$ cat config.mk
export PLATFORM = sky130hd
export DESIGN_NAME = oisc_com_uart_flat
export DESIGN_NICKNAME = d
export VERILOG_FILES = /design/src/rtl/oisc8_pkg.sv /design/src/rtl/oisc_com_uart_if.sv /design/src/rtl/uart_fifo.sv /design/src/rtl/oisc_com_uart.sv /design/src/flat_wrapper.sv
export SDC_FILE = /design/constraint.sdc
export NUM_CORES = 1
export LEC_CHECK = 0
export CORE_UTILIZATION = 43
export CTS_BUF_LIST = sky130_fd_sc_hd__clkbuf_16
export CTS_CLUSTER_DIAMETER = 150
export DETAILED_ROUTE_END_ITERATION = 7
export GPL_TIMING_DRIVEN = 0
export SETUP_SLACK_MARGIN = 0.5
export SYNTH_ARGS = -nofsm -noshare
export SYNTH_HDL_FRONTEND = slang
export SYNTH_HIERARCHICAL = 1
export SYNTH_SLANG_ARGS = --single-unit
export TNS_END_PERCENT = 50
$ cat constraint.sdc
create_clock -name clk -period 7.3 [get_ports clk]
set_input_delay 0.73 -clock clk [delete_from_list [all_inputs] [get_ports clk]]
set_output_delay 0.73 -clock clk [all_outputs]
set_load 0.05 [all_outputs]
$ cat src/rtl/oisc8_pkg.sv
// Shared oisc8 types and constants: UART FSM states, default com map, STAT layout.
package oisc8_pkg;

  typedef enum logic [1:0] {
    IDLE  = 2'd0,
    START = 2'd1,
    DATA  = 2'd2,
    STOP  = 2'd3
  } uart_state_t;

  localparam logic [7:0] COM_UART_TXD   = 8'h10;
  localparam logic [7:0] COM_UART_RXD   = 8'h11;
  localparam logic [7:0] COM_UART_STAT  = 8'h12;
  localparam logic [7:0] COM_UART_DIVLO = 8'h13;
  localparam logic [7:0] COM_UART_DIVHI = 8'h14;

  localparam int unsigned STAT_TX_BUSY = 0;
  localparam int unsigned STAT_TX_FULL = 1;
  localparam int unsigned STAT_RX_NE   = 2;
  localparam int unsigned STAT_FRM     = 3;
  localparam int unsigned STAT_OVR     = 4;

endpackage

$ cat src/rtl/oisc_com_uart_if.sv
// oisc8 com bus: one-cycle accesses selected by a non-zero address.
interface oisc_com_uart_if;
  logic [7:0] com_addr;
  logic [7:0] com_wr;
  logic [7:0] com_rd;

  modport master (output com_addr, output com_wr, input com_rd);
  modport slave  (input com_addr, input com_wr, output com_rd);
endinterface

$ cat src/rtl/uart_fifo.sv
// Synchronous FIFO with extra-MSB pointers; a pop on a full FIFO frees room for a same-cycle push.
module uart_fifo #(
  parameter int unsigned WIDTH = 8,
  parameter int unsigned DEPTH = 8
) (
  input  logic             clk,
  input  logic             rst,
  input  logic             push,
  input  logic             pop,
  input  logic [WIDTH-1:0] din,
  output logic [WIDTH-1:0] dout,
  output logic             full,
  output logic             empty
);

  localparam int unsigned AW = $clog2(DEPTH);

  logic [AW:0]      wptr_q;
  logic [AW:0]      rptr_q;
  logic [WIDTH-1:0] mem_q [DEPTH];
  logic             do_push_c;
  logic             do_pop_c;

  assign empty     = (wptr_q == rptr_q);
  assign full      = (wptr_q[AW] != rptr_q[AW]) && (wptr_q[AW-1:0] == rptr_q[AW-1:0]);
  assign do_pop_c  = pop && !empty;
  assign do_push_c = push && (!full || do_pop_c);
  assign dout      = mem_q[rptr_q[AW-1:0]];

  always_ff @(posedge clk or negedge rst) begin
    if (!rst) begin
      wptr_q <= '0;
      rptr_q <= '0;
    end else begin
      if (do_push_c) wptr_q <= wptr_q + (AW+1)'(1);
      if (do_pop_c)  rptr_q <= rptr_q + (AW+1)'(1);
    end
  end

  // Storage needs no reset; pointers define validity.
  always_ff @(posedge clk) begin
    if (do_push_c) mem_q[wptr_q[AW-1:0]] <= din;
  end

endmodule

$ cat src/rtl/oisc_com_uart.sv
// Memory-mapped UART on the oisc8 com bus: TX/RX FIFOs, 16x-oversampled serial FSMs, sticky status.
module oisc_com_uart
  import oisc8_pkg::*;
#(
  parameter int unsigned FIFO_DEPTH = 8,
  parameter logic [15:0] DIV_RESET  = 16'd26,
  parameter logic [7:0]  ADDR_TXD   = COM_UART_TXD,
  parameter logic [7:0]  ADDR_RXD   = COM_UART_RXD,
  parameter logic [7:0]  ADDR_STAT  = COM_UART_STAT,
  parameter logic [7:0]  ADDR_DIVLO = COM_UART_DIVLO,
  parameter logic [7:0]  ADDR_DIVHI = COM_UART_DIVHI
) (
  input  logic             clk,
  input  logic             rst,
  oisc_com_uart_if.slave   com,
  input  logic             uart_rxd,
  output logic             uart_txd,
  output logic             irq
);

  // Access decode
  logic access_c, wr_txd_c, rd_rxd_c, rd_stat_c, wr_divlo_c, wr_divhi_c;
  assign access_c   = (com.com_addr != 8'h00);
  assign wr_txd_c   = access_c && (com.com_addr == ADDR_TXD);
  assign rd_rxd_c   = access_c && (com.com_addr == ADDR_RXD);
  assign rd_stat_c  = access_c && (com.com_addr == ADDR_STAT);
  assign wr_divlo_c = access_c && (com.com_addr == ADDR_DIVLO);
  assign wr_divhi_c = access_c && (com.com_addr == ADDR_DIVHI);

  // Free-running baud tick; a new divider is picked up at the next reload.
  logic [15:0] div_q, tick_cnt_q;
  logic        tick_c;
  assign tick_c = (tick_cnt_q == 16'd0);

  always_ff @(posedge clk or negedge rst) begin
    if (!rst) begin
      div_q      <= DIV_RESET;
      tick_cnt_q <= DIV_RESET;
    end else begin
      if (wr_divlo_c) div_q[7:0]  <= com.com_wr;
      if (wr_divhi_c) div_q[15:8] <= com.com_wr;
      tick_cnt_q <= tick_c ? div_q : tick_cnt_q - 16'd1;
    end
  end

  // FIFOs
  logic       tx_push_c, tx_pop_c, tx_full, tx_empty;
  logic [7:0] tx_dout;
  logic       rx_push_c, rx_pop_c, rx_full, rx_empty;
  logic [7:0] rx_dout;
  logic [7:0] rx_shift_q;

  assign tx_push_c = wr_txd_c && !tx_full;
  assign rx_pop_c  = rd_rxd_c && !rx_empty;

  uart_fifo #(.WIDTH(8), .DEPTH(FIFO_DEPTH)) u_tx_fifo (
    .clk   (clk),
    .rst   (rst),
    .push  (tx_push_c),
    .pop   (tx_pop_c),
    .din   (com.com_wr),
    .dout  (tx_dout),
    .full  (tx_full),
    .empty (tx_empty)
  );

  uart_fifo #(.WIDTH(8), .DEPTH(FIFO_DEPTH)) u_rx_fifo (
    .clk   (clk),
    .rst   (rst),
    .push  (rx_push_c),
    .pop   (rx_pop_c),
    .din   (rx_shift_q),
    .dout  (rx_dout),
    .full  (rx_full),
    .empty (rx_empty)
  );

  // TX FSM
  uart_state_t tx_state_q;
  logic [3:0]  tx_tick_q;
  logic [2:0]  tx_bit_q;
  logic [7:0]  tx_shift_q;
  logic        txd_q;
  logic        tx_last_c;

  assign tx_last_c = tick_c && (tx_tick_q == 4'd15);
  // The STOP-end pop chains the next frame without an idle gap.
  assign tx_pop_c  = !tx_empty &&
                     ((tx_state_q == IDLE) || ((tx_state_q == STOP) && tx_last_c));

  always_ff @(posedge clk or negedge rst) begin
    if (!rst) begin
      tx_state_q <= IDLE;
      tx_tick_q  <= 4'd0;
      tx_bit_q   <= 3'd0;
      tx_shift_q <= 8'h00;
      txd_q      <= 1'b1;
    end else begin
      if (tick_c && (tx_state_q != IDLE)) tx_tick_q <= tx_tick_q + 4'd1;
      case (tx_state_q)
        IDLE: begin
          if (tx_pop_c) begin
            tx_shift_q <= tx_dout;
            tx_tick_q  <= 4'd0;
            txd_q      <= 1'b0;
            tx_state_q <= START;
          end
        end
        START: begin
          if (tx_last_c) begin
            txd_q      <= tx_shift_q[0];
            tx_bit_q   <= 3'd0;
            tx_state_q <= DATA;
          end
        end
        DATA: begin
          if (tx_last_c) begin
            if (tx_bit_q == 3'd7) begin
              txd_q      <= 1'b1;
              tx_state_q <= STOP;
            end else begin
              txd_q      <= tx_shift_q[1];
              tx_shift_q <= {1'b0, tx_shift_q[7:1]};
              tx_bit_q   <= tx_bit_q + 3'd1;
            end
          end
        end
        STOP: begin
          if (tx_last_c) begin
            if (tx_pop_c) begin
              tx_shift_q <= tx_dout;
              txd_q      <= 1'b0;
              tx_state_q <= START;
            end else begin
              tx_state_q <= IDLE;
            end
          end
        end
        default: tx_state_q <= IDLE;
      endcase
    end
  end

  // RX synchroniser and FSM; falling-edge arming keeps a stuck-low line from re-triggering.
  logic        rx_s1_q, rx_s2_q, rx_prev_q;
  uart_state_t rx_state_q;
  logic [3:0]  rx_tick_q;
  logic [2:0]  rx_bit_q;
  logic        rx_last_c, rx_stop_ok_c, rx_stop_bad_c, ovr_set_c;

  assign rx_last_c     = tick_c && (rx_tick_q == 4'd15);
  assign rx_stop_ok_c  = (rx_state_q == STOP) && rx_last_c && rx_s2_q;
  assign rx_stop_bad_c = (rx_state_q == STOP) && rx_last_c && !rx_s2_q;
  assign rx_push_c     = rx_stop_ok_c && (!rx_full || rx_pop_c);
  assign ovr_set_c     = rx_stop_ok_c && rx_full && !rx_pop_c;

  always_ff @(posedge clk or negedge rst) begin
    if (!rst) begin
      rx_s1_q    <= 1'b1;
      rx_s2_q    <= 1'b1;
      rx_prev_q  <= 1'b1;
      rx_state_q <= IDLE;
      rx_tick_q  <= 4'd0;
      rx_bit_q   <= 3'd0;
      rx_shift_q <= 8'h00;
    end else begin
      rx_s1_q   <= uart_rxd;
      rx_s2_q   <= rx_s1_q;
      rx_prev_q <= rx_s2_q;
      case (rx_state_q)
        IDLE: begin
          if (rx_prev_q && !rx_s2_q) begin
            rx_tick_q  <= 4'd0;
            rx_state_q <= START;
          end
        end
        START: begin
          if (tick_c) begin
            if (rx_tick_q == 4'd7) begin
              rx_tick_q <= 4'd0;
              rx_bit_q  <= 3'd0;
              rx_state_q <= rx_s2_q ? IDLE : DATA;
            end else begin
              rx_tick_q <= rx_tick_q + 4'd1;
            end
          end
        end
        DATA: begin
          if (tick_c) rx_tick_q <= rx_tick_q + 4'd1;
          if (rx_last_c) begin
            rx_shift_q <= {rx_s2_q, rx_shift_q[7:1]};
            rx_bit_q   <= rx_bit_q + 3'd1;
            if (rx_bit_q == 3'd7) rx_state_q <= STOP;
          end
        end
        STOP: begin
          if (tick_c) rx_tick_q <= rx_tick_q + 4'd1;
          if (rx_last_c) rx_state_q <= IDLE;
        end
        default: rx_state_q <= IDLE;
      endcase
    end
  end

  // Sticky flags: a same-cycle set beats the STAT-read clear.
  logic ovr_q, frm_q, irq_q;

  always_ff @(posedge clk or negedge rst) begin
    if (!rst) begin
      ovr_q <= 1'b0;
      frm_q <= 1'b0;
      irq_q <= 1'b0;
    end else begin
      ovr_q <= ovr_set_c | (ovr_q & ~rd_stat_c);
      frm_q <= rx_stop_bad_c | (frm_q & ~rd_stat_c);
      irq_q <= !rx_empty || ovr_q;
    end
  end

  // Read mux
  logic [7:0] stat_c;
  logic [7:0] rd_data_c;

  always_comb begin
    stat_c               = 8'h00;
    stat_c[STAT_TX_BUSY] = (tx_state_q != IDLE) || !tx_empty;
    stat_c[STAT_TX_FULL] = tx_full;
    stat_c[STAT_RX_NE]   = !rx_empty;
    stat_c[STAT_FRM]     = frm_q;
    stat_c[STAT_OVR]     = ovr_q;
  end

  always_comb begin
    rd_data_c = 8'h00;
    if (rst) begin
      if (rd_rxd_c && !rx_empty) rd_data_c = rx_dout;
      else if (rd_stat_c)        rd_data_c = stat_c;
    end
  end

  assign com.com_rd = rd_data_c;
  assign uart_txd   = txd_q;
  assign irq        = irq_q;

endmodule
$ cat src/flat_wrapper.sv
// flat-port wrapper written by rule: the top's interface ports become plain ports
module oisc_com_uart_flat import oisc8_pkg::*;
#(
  parameter int unsigned FIFO_DEPTH = 8,
  parameter logic [15:0] DIV_RESET  = 16'd26,
  parameter logic [7:0]  ADDR_TXD   = COM_UART_TXD,
  parameter logic [7:0]  ADDR_RXD   = COM_UART_RXD,
  parameter logic [7:0]  ADDR_STAT  = COM_UART_STAT,
  parameter logic [7:0]  ADDR_DIVLO = COM_UART_DIVLO,
  parameter logic [7:0]  ADDR_DIVHI = COM_UART_DIVHI
)
  (clk, rst, uart_rxd, uart_txd, irq, com_com_addr, com_com_wr, com_com_rd);
  oisc_com_uart_if com_i ();
  input  logic clk;
  input  logic rst;
  input  logic uart_rxd;
  output logic uart_txd;
  output logic irq;
  input wire logic [$bits(com_i.com_addr)-1:0] com_com_addr;
  input wire logic [$bits(com_i.com_wr)-1:0] com_com_wr;
  output wire logic [$bits(com_i.com_rd)-1:0] com_com_rd;
  assign com_i.com_addr = com_com_addr;
  assign com_i.com_wr = com_com_wr;
  assign com_com_rd = com_i.com_rd;
  oisc_com_uart #(.FIFO_DEPTH(FIFO_DEPTH), .DIV_RESET(DIV_RESET), .ADDR_TXD(ADDR_TXD), .ADDR_RXD(ADDR_RXD), .ADDR_STAT(ADDR_STAT), .ADDR_DIVLO(ADDR_DIVLO), .ADDR_DIVHI(ADDR_DIVHI)) u_core (.clk(clk), .rst(rst), .com(com_i), .uart_rxd(uart_rxd), .uart_txd(uart_txd), .irq(irq));
endmodule
==> flow_summary.toml, run 1 <==
[run_status]
status = "complete, but fails checks"
violations = "design-rule violations"

[floorplan]
die_w_um = 153
die_h_um = 153
rows = 54
start_util = 0.443
core_area_sq_um = 22000
die-area_sq_um = 23300
ios = 29

[cells_and_area]
layout.nets = 732
layout-drive-gt1-share = 0.244
stdcell_count = 994
fin_util = 0.507
area_growth_pct = 14.5
antenna_cells = 0
final_area_sq_um = 11200

[drt]
drc = 4
postRouteAntennaNets = 0
wl_met2_um = 9070
dr_wl_met3_um = 972
highest_layer = "met4"
wl_met1_um = 8860
wl_per_cell_um = 19.3
viasPerCell = 5.59
dr.pass1.iters = 6
wl_um = 19100
via_count = 5554
drtIter0Drc = 323

[hold_path]
hp-class = "in2async"

[synthesis]
yosys_warnings = 6
synthTopCellsByCount = "edfxtp_1, dfrtp_1, mux2_2"
synth_most_common_cell = "edfxtp_1"
yosysTopAreaCellShare = 0.394
ys.flop_type = "edfxtp_1"
seq_area_frac_synth = 0.624
synth-edff-count = 128
syn_area_per_cell_sq_um = 15.3
synth_cell_type_count = 71
syn_nets = 670
synth-async-reset-ratio = 0.410
syn_area_sq_um = 9760
ys_ff_latch = 217
synthCells = 636
synth_top_cell_by_area = "edfxtp_1"
yosys-top-cells-area = "edfxtp_1, dfrtp_1, mux2_2"

[setup_path]
worst_path_max_delay_cell = "nor3_1"
cp.buffers_inverters = 1
path_max_fanout = 8
worstPathCellList = "inv_1 > ha_1 > or4b_2 > nor4_4 > nand4_1 > or2_2 > nor2b_1 > nand2b_1 > nor3_1"
start_kind = "flip-flop"
worstPathArrival_ps = 4480
slowest_delay_ps = 990
ff2ff_setup_slack_ps = 2930
path_class = "reg2reg"
r2r_cells = 9
r2r_start = "u_core/tick_cnt_q[0]"
required_ps = 7410
r2r-end = "u_core/u_rx_fifo/mem_q[2][0]"
worstSetupEndpointType = "flip-flop"
cp_top_family = "simple AND/OR/NAND/NOR gates"

[sta]
setup_violations = 0
period_minus_slack_ps = 4370
grt_setup_unrepaired = "no"
fin_worst_skew_ps = 8.09
worst_slew_pin_slew_ps = 1230
finalHoldViolCount = 0
timing.final.crit_share = 0.599
fmax_ghz = 0.229
slew_viol_final = 0
max_slew_margin = 0.174
hold_ws_ps = 200
tns_ps = 0

[cts]
ctsResizeCount = 0
worstSkewPairLatency_ps = 500
clockRootBuffer = "clkbuf_16"
cts_max_level = 1
clkTransAtPathRegs_ps = 60
cts_buffer_depth = 3
numCtsBuffers = 23
cts_tree = "done"
ctsHoldBuffers = 0
cts_setup_buffers = 0
cts_num_sinks = 217

[placed_design]
place_area_sq_um = 10500
dp.cells = 952
dpl.hpwl_um = 13300
gp_routability_congestion = 0.765
portBuffers = 28

[global_route]
grt_pass1_vias = 5739
grt_max_degree = 62
grt_pass1_wl_um = 31000
grt_use_total = 0.170
grt_overflow_total = 0
antenna_found_initial = 0

[power_and_ir_drop]
p_leak_nw = 4.44
power_density_nw_per_um2 = 287
vdd_drop_max_uv = 212

[job]
drv_cap = 0
## layout make-up
| type | count | area [sq um] |
|---|---|---|
| well taps | 280 | 350 |
| clock buffers | 23 | 576 |
| fillers | 1836 | 10900 |
| multi-input cells | 380 | 3500 |
| flip-flops and latches | 217 | 6080 |
| clock inverters | 18 | 73.8 |
| plain buffers | 28 | 186 |
| repair buffers | 37 | 363 |
| inverters | 11 | 41.3 |
## state kept, by name (all words and copies together) (netlist names), 2 cells and up, named ones only
register and cells:
u_core/tx_bit_q 3, u_core/tick_cnt_q 16, u_core/u_tx_fifo/wptr_q 4, u_core/u_rx_fifo/mem_q 64, u_core/u_rx_fifo/rptr_q 4, u_core/rx_shift_q 8, u_core/u_rx_fifo/wptr_q 4, u_core/rx_bit_q 3
u_core/u_tx_fifo/mem_q 64, u_core/u_tx_fifo/rptr_q 4, u_core/tx_tick_q 4, u_core/tx_shift_q 8, u_core/tx_state_q 2, u_core/rx_tick_q 4, u_core/div_q 16
## layout by cell type, fill, tap and decap left out, types with 9 or more instances in the layout
| cell type | count |
|---|---|
| a21oi_1 | 9 |
| a22o_1 | 9 |
| buf_2 | 11 |
| buf_4 | 10 |
| clkbuf_16 | 23 |
| clkdlybuf4s50_1 | 27 |
| dfrtp_1 | 79 |
| dfstp_2 | 10 |
| edfxtp_1 | 128 |
| ha_1 | 15 |
| inv_1 | 17 |
| mux2_2 | 50 |
| mux4_1 | 13 |
| mux4_2 | 19 |
| nand2_1 | 33 |
| nand3_1 | 9 |
| nor2_1 | 38 |
| nor3_1 | 13 |
| o21ai_0 | 16 |
| xnor2_1 | 18 |
## cell families (layout without fill, tap and decap cells)
group,Yosys count,in the layout,share of synthesized area
AOI/OAI and AO/OA,75,75,0.0587
DFF,217,217,0.624
muxes,97,97,0.156
adders and majority gates,15,15,0.0192
and+or+nand+nor,166,166,0.0914
xor gates and xnor gates,27,27,0.0273
buffers and inverters,39,117,0.0233
## per-stage QoR
stage | worst slack [ps] | total power [mW]
2_1_floorplan | 3450 | 2.04
3_3_place_gp | 827 | 2.19
3_5_place_dp | 2370 | 2.22
4_1_cts | 2880 | 3.24
5_1_grt | 2520 | 3.37
6_report | 2930 | 3.20
## per-layer routing
layer | vias up | track usage
met3 | 23 | 0.0296
met4 | 0 | 0.0418
met2 | 107 | 0.277
li1 | 2587 | -
met5 | - | 0
met1 | 2837 | 0.239
## worst max path at each step
stage                                   end  slack [ps]                 start  cells after the start
6_report       u_core/u_rx_fifo/mem_q[2][0]        2930  u_core/tick_cnt_q[0]                      9
5_1_grt        u_core/u_rx_fifo/mem_q[2][0]        2520  u_core/tick_cnt_q[0]                      9
4_1_cts        u_core/u_rx_fifo/mem_q[2][2]        2880  u_core/tick_cnt_q[0]                      9
3_5_place_dp   u_core/u_tx_fifo/mem_q[6][6]        2370       com_com_addr[5]                      7
3_3_place_gp                  com_com_rd[3]         830                   rst                      4
2_1_floorplan  u_core/u_tx_fifo/mem_q[5][0]        3450       com_com_addr[5]                      6
## power by group
part / total (mW) / internal [mW] / switching [mW]
registers: 1.48 / 1.40 / 0.0803
clock network: 1.01 / 0.567 / 0.442
logic: 0.713 / 0.346 / 0.367
total: 3.20 / 2.31 / 0.889
Note: power is estimated with default switching activity, not from simulation.
==> inputs of run 2 (changes only) <==
- clock period: 7.3 -> 3.8 ns (I/O delays scaled with it)
==> flow_summary.toml, run 2 (synthesis results as in run 1) <==
[run_status]
status = "complete, but fails checks"
violations = "design-rule violations"

[sta]
slew_viol_final = 0
timing.final.crit_share = 0.860
hold_ws_ps = 281
period_minus_slack_ps = 3270
fin_worst_skew_ps = 8.49
setup_violations = 0
max_slew_margin = 0.390
worst_slew_pin_slew_ps = 911
grt_setup_unrepaired = "yes"
fmax_ghz = 0.306
finalHoldViolCount = 0

[drt]
via_count = 5657
wl_per_cell_um = 19.9
drc = 3
drtIter0Drc = 348
postRouteAntennaNets = 0
viasPerCell = 5.65
dr.pass1.iters = 6
wl_um = 19900

[global_route]
grt_max_degree = 62
grt_overflow_total = 0
grt_pass1_wl_um = 32200
grt_use_total = 0.176
antenna_found_initial = 0
grt_pass1_vias = 5864

[power_and_ir_drop]
power.share.sequential = 0.434
power.switching_mw = 1.81
p_int_mw = 4.76
p_comb_frac = 0.218
switching_share = 0.276
power_density_nw_per_um2 = 566
vdd_drop_max_uv = 278
p_clk_frac = 0.348
p_leak_nw = 4.57

[cts]
worstSkewPairLatency_ps = 510
clockRootBuffer = "clkbuf_16"
cts_buffer_depth = 3
cts_max_level = 1
cts_num_sinks = 217
numCtsBuffers = 23
cts_tree = "done"
clkTransAtPathRegs_ps = 60

[setup_path]
slowest_delay_ps = 480
path_max_fanout = 8
worst_path_max_delay_cell = "or4b_4"
worstPathArrival_ps = 3490
start_kind = "flip-flop"
worstPathCellList = "inv_1 > ha_4 > or4b_4 > nor4_4 > nand4_1 > or2_4 > nor2b_4 > nand2_2 > nor4b_4 > buf_12"
path_class = "reg2reg"
required_ps = 4020
worstSetupEndpointType = "flip-flop"

[cells_and_area]
fillers = 1799
stdcell_count = 1002
layout-drive-gt1-share = 0.295
regArea_sq_um = 6080
layout_common_cells = "edfxtp_1, dfrtp_1, mux2_2"
layout.nets = 739
antenna_cells = 0
area_growth_pct = 19.1
final_common_cell = "edfxtp_1"
multi_input_area_sq_um = 3690

[floorplan]
die-area_sq_um = 23300
rows = 54
ios = 29
die_w_um = 153
die_h_um = 153
core_area_sq_um = 22000
start_util = 0.443

[placed_design]
gp_routability_congestion = 0.777
portBuffers = 28
dpl.hpwl_um = 13300
dp.cells = 948

[hold_path]
hp-class = "in2reg"

[job]
drv_cap = 0
==> run 2: cell types whose count changed in the layout (fill, tap and decap cells not counted), moves of 4 or more <==
cell / delta
clkinvlp_4: +4
nor2_2: +4
nor2_1: -6
clkdlybuf4s50_1: -8
nor3_4: +7
bufinv_16: +4
inv_1: -6
buf_12: +7
nor3_1: -5
==> run 2: timing repair <==
action	CTS	global route
gates resized for setup	37	27
hold buffers	2	0
buffers inserted	9	1
endpoints found under the setup margin	138	136
pin swaps	10	2
hold endpoints to repair	30	0
==> run 2: path summary, 6_finish.rpt <==
| check | end | start | slack, ps | depth (start not counted) |
|---|---|---|---|---|
| hold / removal | u_core/rx_s1_q | uart_rxd | 280 | 1 |
| min in group asynchronous | u_core/uart_txd | rst | 470 | 2 |
| max in group asynchronous | u_core/tick_cnt_q[3] | rst | 2940 | 3 |
| hold reg to reg | u_core/rx_s2_q | u_core/rx_s1_q | 350 | 0 |
| setup / recovery | u_core/u_rx_fifo/mem_q[5][5] | u_core/tick_cnt_q[0] | 530 | 10 |
| setup reg to reg | u_core/u_rx_fifo/mem_q[5][5] | u_core/tick_cnt_q[0] | 530 | 10 |
==> run 2: routing by layer <==
| metal | track usage | routed length [um] |
|---|---|---|
| met3 | 0.0245 | 788 |
| met5 | 0 | 0 |
| met2 | 0.284 | 9530 |
| met4 | 0.0452 | 294 |
| met1 | 0.251 | 9330 |
==> run 2: area by class of cell <==
| type | instances | share of cell area |
|---|---|---|
| flip-flops and latches | 217 | 0.524 |
| multi-input cells | 380 | 0.318 |
| clock buffers | 23 | 0.0495 |
| repair buffers | 44 | 0.0410 |
| well taps | 280 | 0.0301 |
| clock inverters | 19 | 0.0177 |
| plain buffers | 28 | 0.0168 |
| inverters | 11 | 0.00355 |
==> run 2: through the flow <==
step / utilization / power (mW) / setup WS (ps) / TNS, ps / area (sq um)
3_5_place_dp: 0.476 / 4.26 / -816 / -54880 / 10500
4_1_cts: 0.525 / 6.61 / 328 / 0 / 11600
3_3_place_gp: 0.473 / 4.21 / -1940 / -163100 / 10400
6_report: 0.528 / 6.57 / 530 / 0 / 11600
2_1_floorplan: - / 3.92 / 312 / 0 / 9800
5_1_grt: 0.528 / 6.87 / 399 / 0 / 11600
==> run 2: power groups by stage <==
stage	sequential [mW]	combinational, mW	clock [mW]
6_report	2.85	1.43	2.29
5_1_grt	2.88	1.56	2.43
4_1_cts	2.84	1.41	2.35
3_5_place_dp	2.89	1.38	0
3_3_place_gp	2.87	1.34	0
2_1_floorplan	2.86	1.06	0
==> run 2: worst max-delay path: cells and delay by family, from the launching register on <==
kind	cells	cell delay (ps)
and+or+nand+nor	7	2110
DFF	1	390
buffers and inverters	2	290
adders and majority gates	1	190
